--- config.mk ---
export PLATFORM = sky130hd
export DESIGN_NAME = quadrature_decoder_flat
export DESIGN_NICKNAME = d
export VERILOG_FILES = /design/src/rtl/quadrature_decoder_if.sv /design/src/rtl/quadrature_decoder.sv /design/src/flat_wrapper.sv
export SDC_FILE = /design/constraint.sdc
export NUM_CORES = 1
export LEC_CHECK = 0
export CAP_MARGIN = 20
export CORE_ASPECT_RATIO = 0.6
export CORE_UTILIZATION = 45
export DETAILED_ROUTE_END_ITERATION = 12
export GPL_ROUTABILITY_DRIVEN = 0
export PLACE_DENSITY = 0.7
export SETUP_SLACK_MARGIN = 0.5
export SYNTH_ARGS = -nofsm -noshare
export SYNTH_HDL_FRONTEND = slang
export SYNTH_SLANG_ARGS = --single-unit
--- constraint.sdc ---
create_clock -name csi_MCLK_clk -period 4.5 [get_ports csi_MCLK_clk]
set_input_delay 1.125 -clock csi_MCLK_clk [delete_from_list [all_inputs] [get_ports csi_MCLK_clk]]
set_output_delay 1.125 -clock csi_MCLK_clk [all_outputs]
set_load 0.03 [all_outputs]
--- src/rtl/quadrature_decoder_if.sv ---
// Avalon-MM control port bundle for quadrature_decoder.
// Transfer rules: waitrequest is always 0, so a write or read strobe held for
// one clock is one complete transfer; read data appears on readdata the clock
// after the read strobe and holds until the next read.
interface quadrature_decoder_if;
    logic [31:0] avs_ctrl_writedata;
    logic [31:0] avs_ctrl_readdata;
    logic [3:0]  avs_ctrl_byteenable;
    logic [2:0]  avs_ctrl_address;
    logic        avs_ctrl_write;
    logic        avs_ctrl_read;
    logic        avs_ctrl_waitrequest;

    modport master (
        output avs_ctrl_writedata, avs_ctrl_byteenable, avs_ctrl_address,
        output avs_ctrl_write, avs_ctrl_read,
        input  avs_ctrl_readdata, avs_ctrl_waitrequest
    );

    modport slave (
        input  avs_ctrl_writedata, avs_ctrl_byteenable, avs_ctrl_address,
        input  avs_ctrl_write, avs_ctrl_read,
        output avs_ctrl_readdata, avs_ctrl_waitrequest
    );
endinterface

--- src/rtl/quadrature_decoder.sv ---
// Quadrature encoder front end: synchronise and glitch-filter A/B/Z, x4 decode
// into a signed 32-bit position, track direction, index and illegal steps.
// Optional index latch / clear-on-index enabled by defining QDEC_INDEX_LATCH_EN.
module quadrature_decoder #(
    parameter int          SYNC_STAGES = 2,
    parameter logic [7:0]  FILT_RST    = 8'd3,
    parameter logic [31:0] ID_VALUE    = 32'hEA680004
) (
    input  logic                 csi_MCLK_clk,
    input  logic                 rsi_MRST_reset,
    quadrature_decoder_if.slave  avs,
    input  logic                 A,
    input  logic                 B,
    input  logic                 Z,
    output logic [31:0]          pos_count,
    output logic                 pos_dir,
    output logic                 index_pulse
);
    // Boot sequence: filters follow the synced pins directly until the
    // synchroniser has flushed, then prev state is seeded, then decoding runs.
    localparam logic [7:0] BOOT_DONE = 8'(SYNC_STAGES + 2);

    logic [2:0]  r_sync [SYNC_STAGES];   // bit 2 = A, bit 1 = B, bit 0 = Z
    logic [2:0]  r_filt;
    logic [7:0]  r_fcnt [3];
    logic [7:0]  r_boot;
    logic [1:0]  r_prev;
    logic        r_z_prev;
    logic [31:0] r_pos;
    logic        r_dir;
    logic        r_idx_pulse;
    logic        r_idx;
    logic        r_err;
    logic [7:0]  r_err_cnt;
    logic        r_en;
    logic [7:0]  r_filt_len;
    logic [31:0] r_rdata;

    logic [2:0]  w_sync;
    logic        w_bypass, w_run;
    logic        w_wr_pos, w_wr_stat, w_wr_ctrl, w_filt_restart;
    logic        w_fwd, w_rev, w_ill;
    logic        w_step_fwd, w_step_rev, w_z_rise, w_idx_clr;
    logic        w_clr_idx_w1c, w_clr_err_w1c;
    logic        w_clr_on_idx;
    logic [31:0] w_idx_latch;
    logic [31:0] w_pos_merged;
    logic [31:0] w_rd_mux;

    assign w_sync         = r_sync[SYNC_STAGES-1];
    assign w_bypass       = (r_boot <= 8'(SYNC_STAGES));
    assign w_run          = (r_boot == BOOT_DONE);
    assign w_wr_pos       = avs.avs_ctrl_write && (avs.avs_ctrl_address == 3'd1);
    assign w_wr_stat      = avs.avs_ctrl_write && (avs.avs_ctrl_address == 3'd2);
    assign w_wr_ctrl      = avs.avs_ctrl_write && (avs.avs_ctrl_address == 3'd3);
    assign w_filt_restart = w_wr_ctrl && (avs.avs_ctrl_byteenable[0] || avs.avs_ctrl_byteenable[1]);
    assign w_clr_idx_w1c  = w_wr_stat && avs.avs_ctrl_byteenable[0] && avs.avs_ctrl_writedata[1];
    assign w_clr_err_w1c  = w_wr_stat && avs.avs_ctrl_byteenable[0] && avs.avs_ctrl_writedata[2];
    assign w_step_fwd     = w_run && r_en && w_fwd;
    assign w_step_rev     = w_run && r_en && w_rev;
    assign w_z_rise       = w_run && r_filt[0] && !r_z_prev;
    assign w_idx_clr      = w_z_rise && w_clr_on_idx;

    // Count clocks after reset release until decoding is allowed to run.
    always_ff @(posedge csi_MCLK_clk or posedge rsi_MRST_reset) begin
        if (rsi_MRST_reset)        r_boot <= '0;
        else if (r_boot != BOOT_DONE) r_boot <= r_boot + 8'd1;
    end

    // Multi-flop synchroniser for the asynchronous encoder pins.
    always_ff @(posedge csi_MCLK_clk or posedge rsi_MRST_reset) begin
        if (rsi_MRST_reset) begin
            for (int s = 0; s < SYNC_STAGES; s++) r_sync[s] <= '0;
        end else begin
            r_sync[0] <= {A, B, Z};
            for (int s = 1; s < SYNC_STAGES; s++) r_sync[s] <= r_sync[s-1];
        end
    end

    // Per-pin filter: output follows only after FILT+1 consecutive mismatching clocks.
    always_ff @(posedge csi_MCLK_clk or posedge rsi_MRST_reset) begin
        if (rsi_MRST_reset) begin
            r_filt <= '0;
            for (int p = 0; p < 3; p++) r_fcnt[p] <= '0;
        end else begin
            for (int p = 0; p < 3; p++) begin
                if (w_bypass) begin
                    r_filt[p] <= w_sync[p];
                    r_fcnt[p] <= '0;
                end else if (w_filt_restart || (w_sync[p] == r_filt[p])) begin
                    r_fcnt[p] <= '0;
                end else if (r_fcnt[p] >= r_filt_len) begin
                    r_filt[p] <= w_sync[p];
                    r_fcnt[p] <= '0;
                end else begin
                    r_fcnt[p] <= r_fcnt[p] + 8'd1;
                end
            end
        end
    end

    // Classify the prev -> current filtered {A,B} transition.
    always_comb begin
        w_fwd = 1'b0;
        w_rev = 1'b0;
        w_ill = 1'b0;
        case ({r_prev, r_filt[2:1]})
            4'b0001, 4'b0111, 4'b1110, 4'b1000: w_fwd = 1'b1;
            4'b0010, 4'b1011, 4'b1101, 4'b0100: w_rev = 1'b1;
            4'b0011, 4'b1100, 4'b0110, 4'b1001: w_ill = w_run;
            default: ;
        endcase
    end

    // Track previous filtered A/B and Z every clock, independent of EN.
    always_ff @(posedge csi_MCLK_clk or posedge rsi_MRST_reset) begin
        if (rsi_MRST_reset) begin
            r_prev   <= '0;
            r_z_prev <= 1'b0;
        end else begin
            r_prev   <= r_filt[2:1];
            r_z_prev <= r_filt[0];
        end
    end

    // Byte-wise merge of a bus write into the current position.
    always_comb begin
        w_pos_merged = r_pos;
        for (int b = 0; b < 4; b++) begin
            if (avs.avs_ctrl_byteenable[b]) w_pos_merged[8*b +: 8] = avs.avs_ctrl_writedata[8*b +: 8];
        end
    end

    // Position and direction: bus write beats clear-on-index beats a step.
    always_ff @(posedge csi_MCLK_clk or posedge rsi_MRST_reset) begin
        if (rsi_MRST_reset) begin
            r_pos <= '0;
            r_dir <= 1'b0;
        end else begin
            if (w_wr_pos)        r_pos <= w_pos_merged;
            else if (w_idx_clr)  r_pos <= '0;
            else if (w_step_fwd) r_pos <= r_pos + 32'd1;
            else if (w_step_rev) r_pos <= r_pos - 32'd1;
            if (w_step_fwd)      r_dir <= 1'b1;
            else if (w_step_rev) r_dir <= 1'b0;
        end
    end

    // Sticky status flags; a new set event wins over a same-cycle W1C.
    always_ff @(posedge csi_MCLK_clk or posedge rsi_MRST_reset) begin
        if (rsi_MRST_reset) begin
            r_idx_pulse <= 1'b0;
            r_idx       <= 1'b0;
            r_err       <= 1'b0;
            r_err_cnt   <= '0;
        end else begin
            r_idx_pulse <= w_z_rise;
            if (w_z_rise)           r_idx <= 1'b1;
            else if (w_clr_idx_w1c) r_idx <= 1'b0;
            if (w_ill)              r_err <= 1'b1;
            else if (w_clr_err_w1c) r_err <= 1'b0;
            if (w_clr_err_w1c)      r_err_cnt <= w_ill ? 8'd1 : 8'd0;
            else if (w_ill && (r_err_cnt != 8'hFF)) r_err_cnt <= r_err_cnt + 8'd1;
        end
    end

`ifdef QDEC_INDEX_LATCH_EN
    logic        r_clr_on_idx;
    logic [31:0] r_idx_latch;
    assign w_clr_on_idx = r_clr_on_idx;
    assign w_idx_latch  = r_idx_latch;

    // Clear-on-index enable and the pre-step position captured at each index.
    always_ff @(posedge csi_MCLK_clk or posedge rsi_MRST_reset) begin
        if (rsi_MRST_reset) begin
            r_clr_on_idx <= 1'b0;
            r_idx_latch  <= '0;
        end else begin
            if (w_wr_ctrl && avs.avs_ctrl_byteenable[0]) r_clr_on_idx <= avs.avs_ctrl_writedata[1];
            if (w_z_rise) r_idx_latch <= r_pos;
        end
    end
`else
    assign w_clr_on_idx = 1'b0;
    assign w_idx_latch  = '0;
`endif

    // Control register fields, honouring byte enables.
    always_ff @(posedge csi_MCLK_clk or posedge rsi_MRST_reset) begin
        if (rsi_MRST_reset) begin
            r_en       <= 1'b1;
            r_filt_len <= FILT_RST;
        end else if (w_wr_ctrl) begin
            if (avs.avs_ctrl_byteenable[0]) begin
                r_en            <= avs.avs_ctrl_writedata[0];
                r_filt_len[3:0] <= avs.avs_ctrl_writedata[7:4];
            end
            if (avs.avs_ctrl_byteenable[1]) r_filt_len[7:4] <= avs.avs_ctrl_writedata[11:8];
        end
    end

    // Read data selection by word address.
    always_comb begin
        w_rd_mux = '0;
        case (avs.avs_ctrl_address)
            3'd0: w_rd_mux = ID_VALUE;
            3'd1: w_rd_mux = r_pos;
            3'd2: w_rd_mux = {16'd0, r_err_cnt, 5'd0, r_err, r_idx, r_dir};
            3'd3: w_rd_mux = {20'd0, r_filt_len, 2'd0, w_clr_on_idx, r_en};
            3'd4: w_rd_mux = w_idx_latch;
            default: w_rd_mux = '0;
        endcase
    end

    // Registered read data, updated only on a read strobe.
    always_ff @(posedge csi_MCLK_clk or posedge rsi_MRST_reset) begin
        if (rsi_MRST_reset)         r_rdata <= '0;
        else if (avs.avs_ctrl_read) r_rdata <= w_rd_mux;
    end

    assign avs.avs_ctrl_readdata    = r_rdata;
    assign avs.avs_ctrl_waitrequest = 1'b0;
    assign pos_count                = r_pos;
    assign pos_dir                  = r_dir;
    assign index_pulse              = r_idx_pulse;
endmodule
--- src/flat_wrapper.sv ---
// flat-port wrapper written by rule: the top's interface ports become plain ports
module quadrature_decoder_flat 
#(
    parameter int          SYNC_STAGES = 2,
    parameter logic [7:0]  FILT_RST    = 8'd3,
    parameter logic [31:0] ID_VALUE    = 32'hEA680004
)
  (csi_MCLK_clk, rsi_MRST_reset, A, B, Z, pos_count, pos_dir, index_pulse, avs_avs_ctrl_writedata, avs_avs_ctrl_byteenable, avs_avs_ctrl_address, avs_avs_ctrl_write, avs_avs_ctrl_read, avs_avs_ctrl_readdata, avs_avs_ctrl_waitrequest);
  quadrature_decoder_if avs_i ();
  input  logic csi_MCLK_clk;
  input  logic rsi_MRST_reset;
  input  logic A;
  input  logic B;
  input  logic Z;
  output logic [31:0] pos_count;
  output logic pos_dir;
  output logic index_pulse;
  input wire logic [$bits(avs_i.avs_ctrl_writedata)-1:0] avs_avs_ctrl_writedata;
  input wire logic [$bits(avs_i.avs_ctrl_byteenable)-1:0] avs_avs_ctrl_byteenable;
  input wire logic [$bits(avs_i.avs_ctrl_address)-1:0] avs_avs_ctrl_address;
  input wire logic [$bits(avs_i.avs_ctrl_write)-1:0] avs_avs_ctrl_write;
  input wire logic [$bits(avs_i.avs_ctrl_read)-1:0] avs_avs_ctrl_read;
  output wire logic [$bits(avs_i.avs_ctrl_readdata)-1:0] avs_avs_ctrl_readdata;
  output wire logic [$bits(avs_i.avs_ctrl_waitrequest)-1:0] avs_avs_ctrl_waitrequest;
  assign avs_i.avs_ctrl_writedata = avs_avs_ctrl_writedata;
  assign avs_i.avs_ctrl_byteenable = avs_avs_ctrl_byteenable;
  assign avs_i.avs_ctrl_address = avs_avs_ctrl_address;
  assign avs_i.avs_ctrl_write = avs_avs_ctrl_write;
  assign avs_i.avs_ctrl_read = avs_avs_ctrl_read;
  assign avs_avs_ctrl_readdata = avs_i.avs_ctrl_readdata;
  assign avs_avs_ctrl_waitrequest = avs_i.avs_ctrl_waitrequest;
  quadrature_decoder #(.SYNC_STAGES(SYNC_STAGES), .FILT_RST(FILT_RST), .ID_VALUE(ID_VALUE)) u_core (.csi_MCLK_clk(csi_MCLK_clk), .rsi_MRST_reset(rsi_MRST_reset), .avs(avs_i), .A(A), .B(B), .Z(Z), .pos_count(pos_count), .pos_dir(pos_dir), .index_pulse(index_pulse));
endmodule
* After elaboration in Yosys (flattened, before gate mapping)
Cells that the tools add are included.
** Operators by class
- Muxes and demuxes :: 38
- Bitwise logic cells :: 0
- Reductions and logical operators :: 39
- Shifts and indexed selects :: 0
- Multipliers :: 0
- Div/mod/pow operators :: 0
- Magnitude comparators :: 4
- Add/sub/neg operators :: 7
- Equal/unequal tests :: 28
** Operator list (number)
- $pmux W32 S4 :: 1
- $mux W8 :: 15
- $mux W32 :: 3
- $add A8 B1 Y8 const B :: 5
- $add A32 B1 Y32 const B :: 1
- $sub A32 B1 Y32 const B :: 1
- $eq A4 B4 Y1 const B :: 6
- $ge A8 B8 Y1 :: 3
- $mux W1 :: 19
- $reduce_and A2 Y1 :: 9
- $reduce_bool A2 Y1 :: 7
- $logic_and A1 B1 Y1 :: 13
- $eq A4 B3 Y1 const B :: 3
- $reduce_or A4 Y1 :: 3
- $eq A4 B2 Y1 const B :: 2
- $eq A8 B3 Y1 const B :: 1
- $le A8 B2 Y1 const B :: 1
- $ne A2 B2 Y1 const B :: 4
- $ne A8 B3 Y1 const B :: 1
- $ne A8 B8 Y1 const B :: 1
- $eq A3 B2 Y1 const B :: 2
- $ne A2 B1 Y1 const B :: 3
- $eq A4 B1 Y1 const B :: 1
- $logic_or A1 B1 Y1 :: 4
- other kinds (5) :: 7
** Word-level totals
- RAM bits :: 0
- Memories kept :: 0
- Bits in latches :: 0
- Output and inout port bits :: 67
- Memory bits (read-only) :: 0
- Bits of input ports :: 46
- Bits in registers :: 129

* Longest topological paths before layout
- Depth in word-level cells :: 7
- Mapped depth :: 16
- Depth with buffers taken out :: 16

* Worst setup path after synthesis
Ideal clock, no wire load.
- Kind :: flip-flop to flip-flop
- From :: register u_core.r_boot[4]
- To :: register u_core.r_pos[27], in the netlist u_core.pos_count[27]
- Data arrival time :: 4402 ps
- Setup time :: 120 ps
- Stages on the path, launching flop included :: 14
- Setup slack :: -22 ps
- Buffers on the path :: 0
- Cells stage by stage :: dfrtp_1 or4_4 nor3_4 and3_1 nand2_1 ha_1 a211oi_1 o21bai_1 o21ai_1 o21ai_1 a41oi_1 nor3_1 or4_1 a31o_2
** Between the ends
- Cells in the longest elaborated chain, start to end :: 5
** Ends and longest elaborated chain
- from (decl) :: RTL line quadrature_decoder.sv:26 : logic [7:0] r_boot;
- from (signal assigned) :: RTL line quadrature_decoder.sv:67 : else if (r_boot != BOOT_DONE) r_boot <= r_boot + 8'd1;
- $eq A8 B3 Y1 * :: RTL line quadrature_decoder.sv:52 : assign w_run = (r_boot == BOOT_DONE);
- $logic_and A1 B1 Y1 * :: RTL line quadrature_decoder.sv:59, quadrature_decoder.sv:60
- $logic_and A1 B1 Y1, on equally long branches :: RTL line quadrature_decoder.sv:60, quadrature_decoder.sv:59
- $reduce_bool A3 Y1 (no source line) or $mux W32 (tied branches)
- $reduce_and A2 Y1 (no source line) or $mux W32 (tied branches)
- to (signal assigned) :: RTL line quadrature_decoder.sv:140 : if (w_wr_pos) r_pos <= w_pos_merged;
- to (signal assigned) :: RTL line quadrature_decoder.sv:142 : else if (w_step_fwd) r_pos <= r_pos + 32'd1;
- to (signal assigned) :: RTL line quadrature_decoder.sv:143 : else if (w_step_rev) r_pos <= r_pos - 32'd1;
- to (decl) :: RTL line quadrature_decoder.sv:29 : logic [31:0] r_pos;
Every way passes the cells marked *; elsewhere a longest branch is shown, timed or not.
A chain may end at the register's enable or synchronous reset.

* Final worst setup path
- From :: register u_core.r_boot[4]
- To :: register u_core.r_pos[31], in the netlist u_core.pos_count[31]
Same word-level chain as after synthesis.

==> results.json <==
{
  "synth_nets": 992,
  "grt_overflow": 0,
  "synth_area_sq_mm": 0.008023,
  "crit_chain": "or4_4 -> nor3_4 -> and3_4 -> nand2_4 -> ha_4 -> nand4_1 -> or3_1 -> o21ai_2 -> nand4_1 -> o221ai_1 -> mux2_2 -> a311o_1",
  "dpl_cell_area_sq_mm": 0.009449,
  "dr.first_iter.drc_count": 749,
  "cts_max_path_buffers": 2,
  "muxShareOfSynthArea_pct": 4.632,
  "yosysMostFrequentCell": "dfrtp_1",
  "wirelength_mm": 23.46,
  "hp-class": "flip-flop to flip-flop",
  "r2r_start": "u_core.r_boot[4]",
  "vdd_drop_max_mv": 0.3793,
  "postSynthCellCount": 883,
  "crit_top_cell": "nand4_1",
  "async_flop_share_pct": 100.0,
  "yosys.area_share.simple_pct": 16.55,
  "rows": 37,
  "cts_hold_repair.buffers": 0,
  "slowest_delay_ns": 0.58,
  "ios": 113,
  "die_x_microns": 174.4,
  "maxSlewHeadroom_pct": 43.32,
  "crit_fanout": 11,
  "nets": 1113,
  "grt_max_degree": 70,
  "synth-compound-area-share_pct": 18.08,
  "drcViolationCount": 0,
  "synth_top_area_cell": "dfrtp_1",
  "post-dp-hpwl_mm": 17.21,
  "synth_enable_flop_cells": 0,
  "synth_xor_area_share_pct": 6.223,
  "htreeDepth": 4,
  "routedWlPerCell_microns": 18.75,
  "fill_cells": 1459,
  "ys_ff_latch": 129,
  "rsz0062_at_grt": "yes",
  "finalCritPeriodShare_pct": 87.19,
  "cts_sinks": 129,
  "crit_path_start_kind": "flip-flop",
  "antenna_left": 0,
  "startpoint": "u_core.r_boot[4]",
  "cts_tree": "yes",
  "antenna_cells": 0,
  "ys_types": 64,
  "crit_path_top_delay_cell": "or4_4",
  "die_area_sq_mm": 0.01838,
  "finClkSkew_ns": 0.01276,
  "synth_top_family_by_area": "compound AO/OA/AOI/OAI gates",
  "track_usage_pct": 26.06,
  "maxCapViolations": 0,
  "crit_type": "flip-flop to flip-flop",
  "final_layout_size_suffix_gt1_share_pct": 10.91,
  "initial_core_util_pct": 46.46,
  "vias": 7172,
  "setup-tns-final_ns": 0,
  "synth_warnings": 0,
  "leakagePower_uw": 0.004557,
  "min_period_ns": 3.924,
  "syn_avg_cell_area_sq_um": 9.086,
  "core_sq_mm": 0.01727,
  "ys_top_cells_by_area": "dfrtp_1 39%, ha_1 9.7%, a21oi_1 3.9%, nand2_1 3.7%, o21ai_0 3.4%",
  "worstMarginPinSlew_ns": 0.8484,
  "min-delay-start": "u_core.r_sync[3]",
  "firstDrtPassIters": 5,
  "critical_path_required_ns": 4.80,
  "post-route-cell-area_sq_mm": 0.01029,
  "cts_buffers": 17,
  "port_buffers": 111,
  "grt_pass1_wl_mm": 36.88,
  "powerDensity_mw_per_mm2": 788.4,
  "outcome": "finished clean",
  "synthAdderAreaFrac_pct": 9.919,
  "insertion_delay_ns": 0.42,
  "end_kind": "flip-flop",
  "grt_pass1_vias": 6528,
  "cp.arrival_ns": 4.22,
  "cts-root-buf": "clkbuf_16",
  "synth_common_cells": "126 x dfrtp_1, 79 x nand2_1, 73 x nor2_1",
  "clk_pin_slew_ns": 0.06,
  "fmax_mhz": 254.9,
  "synth_top_area_share_pct": 39.30,
  "die_h_microns": 105.4,
  "antenna_found_initial": 0,
  "setup_viol": 0,
  "drv_slew": 0,
  "final-hold-violation-count": 0,
  "via_per_inst": 5.733,
  "synth_ff_type": "dfrtp_1",
  "area_growth_pct": 28.31,
  "yosysSeqAreaShare_pct": 40.28
}
cells by family after synthesis:
| family | count (synthesis) |
|---|---|
| AND/OR/NAND/NOR | 276 |
| adder cells (fa/ha/maj) | 63 |
| other | 1 |
| flip-flops | 129 |
| AO/OA/AOI/OAI | 232 |
| XOR/XNOR | 57 |
| multiplexers | 35 |
| buffers and inverters | 90 |
cells in the final DEF, fill, tap and decap left out, types with 13 or more instances in the layout:
master,synthesis,layout
nor3_1,14,14
ha_1,62,44
o22ai_1,19,19
a21o_1,21,21
inv_1,61,60
nand3_1,37,37
nand2b_1,19,19
xor2_1,30,30
a22oi_1,16,16
xnor2_1,27,26
buf_4,1,16
mux2i_1,18,18
mux2_2,17,17
a21oi_1,63,63
clkdlybuf4s50_1,0,111
nand2_1,79,78
clkbuf_16,0,17
ha_4,0,13
nor2_1,73,73
dfrtp_1,126,126
o21ai_0,55,54
registers in the layout, summed over array words and instances, names as in the netlist:
signal,cells
u_core.avs.avs_ctrl_readdata,32
u_core.pos_count,32
u_core.r_fcnt,24
u_core.r_boot,8
u_core.r_err_cnt,8
u_core.r_filt_len,8
u_core.r_filt,3
u_core.r_sync,3
u_core.w_sync,3
u_core.r_prev,2
u_core.index_pulse,1
u_core.pos_dir,1
u_core.r_en,1
u_core.r_err,1
u_core.r_idx,1
u_core.r_z_prev,1
worst max-delay path: cells and delay by family, from the launching register on:
| kind | cells | cell delay, ns |
|---|---|---|
| adders and majority gates | 1 | 0.39 |
| AOI/OAI and AO/OA | 3 | 0.78 |
| DFF | 1 | 0.41 |
| muxes | 1 | 0.35 |
| and+or+nand+nor | 7 | 1.87 |
power by group:
part	internal [uW]	switching (uW)	leakage, uW	total, uW
sequential	1470	425	0.00162	1890
clock	783	552	0.000275	1340
combinational	2060	2830	0.00266	4890
total	4310	3810	0.00456	8120
final cells by class:
type,instances,area (sq um),area share [%]
Clock buffer,19,442.9,4.303
Clock inverter,13,125.1,1.216
Inverter,62,236.5,2.297
Multi-Input combinational cell,665,4702,45.68
Sequential cell,129,3232,31.40
Tap cell,234,292.8,2.844
Timing Repair Buffer,129,1262,12.26
worst paths after layout:
check                                       endpoint  slack [ns]  depth (start not counted)
max in group asynchronous        u_core.r_err_cnt[2]        2.44                          3
worst min register to register      u_core.w_sync[0]        0.35                          0
worst max register to register  u_core.pos_count[31]        0.58                         12
min in group asynchronous           u_core.r_fcnt[8]        1.22                          2
worst max-delay path            u_core.pos_count[31]        0.58                         12
worst min-delay path                u_core.w_sync[0]        0.35                          0
what timing repair did:
| action | in CTS | in global routing |
|---|---|---|
| setup buffers | 2 | 3 |
| endpoints found under the setup margin | 9 | 11 |
| resized for setup | 13 | 24 |
| pin swaps | 2 | 3 |
| gates cloned | 1 | 0 |
| endpoints found under the hold margin | 0 | 0 |
through the flow:
| step | power [uW] | utilization, % | instances | hold WS [ns] | setup slack [ns] |
|---|---|---|---|---|---|
| floorplan | 4928 | - | 883 | 0.3312 | 0.5327 |
| global placement | 6215 | 54.72 | 1213 | 0.3326 | 0.3301 |
| detailed placement | 6245 | 54.72 | 1213 | 0.3394 | 0.2168 |
| CTS | 7753 | 58.53 | 1248 | 0.3538 | 0.5746 |
| global route | 8683 | 59.61 | 1251 | 0.3669 | 0.4059 |
| finish | 8116 | 59.61 | 1251 | 0.3480 | 0.5762 |
layer usage:
layer | global-route usage [%] | share of wire, % | vias up
met2 | 31.64 | 37 | 283
met4 | 5.514 | 0.57 | 0
met1 | 43.98 | 53 | 3490
li1 | - | - | 3388
met3 | 6.385 | 8.8 | 11
met5 | 0 | 0 | -
(Power assumes the default switching activity.)
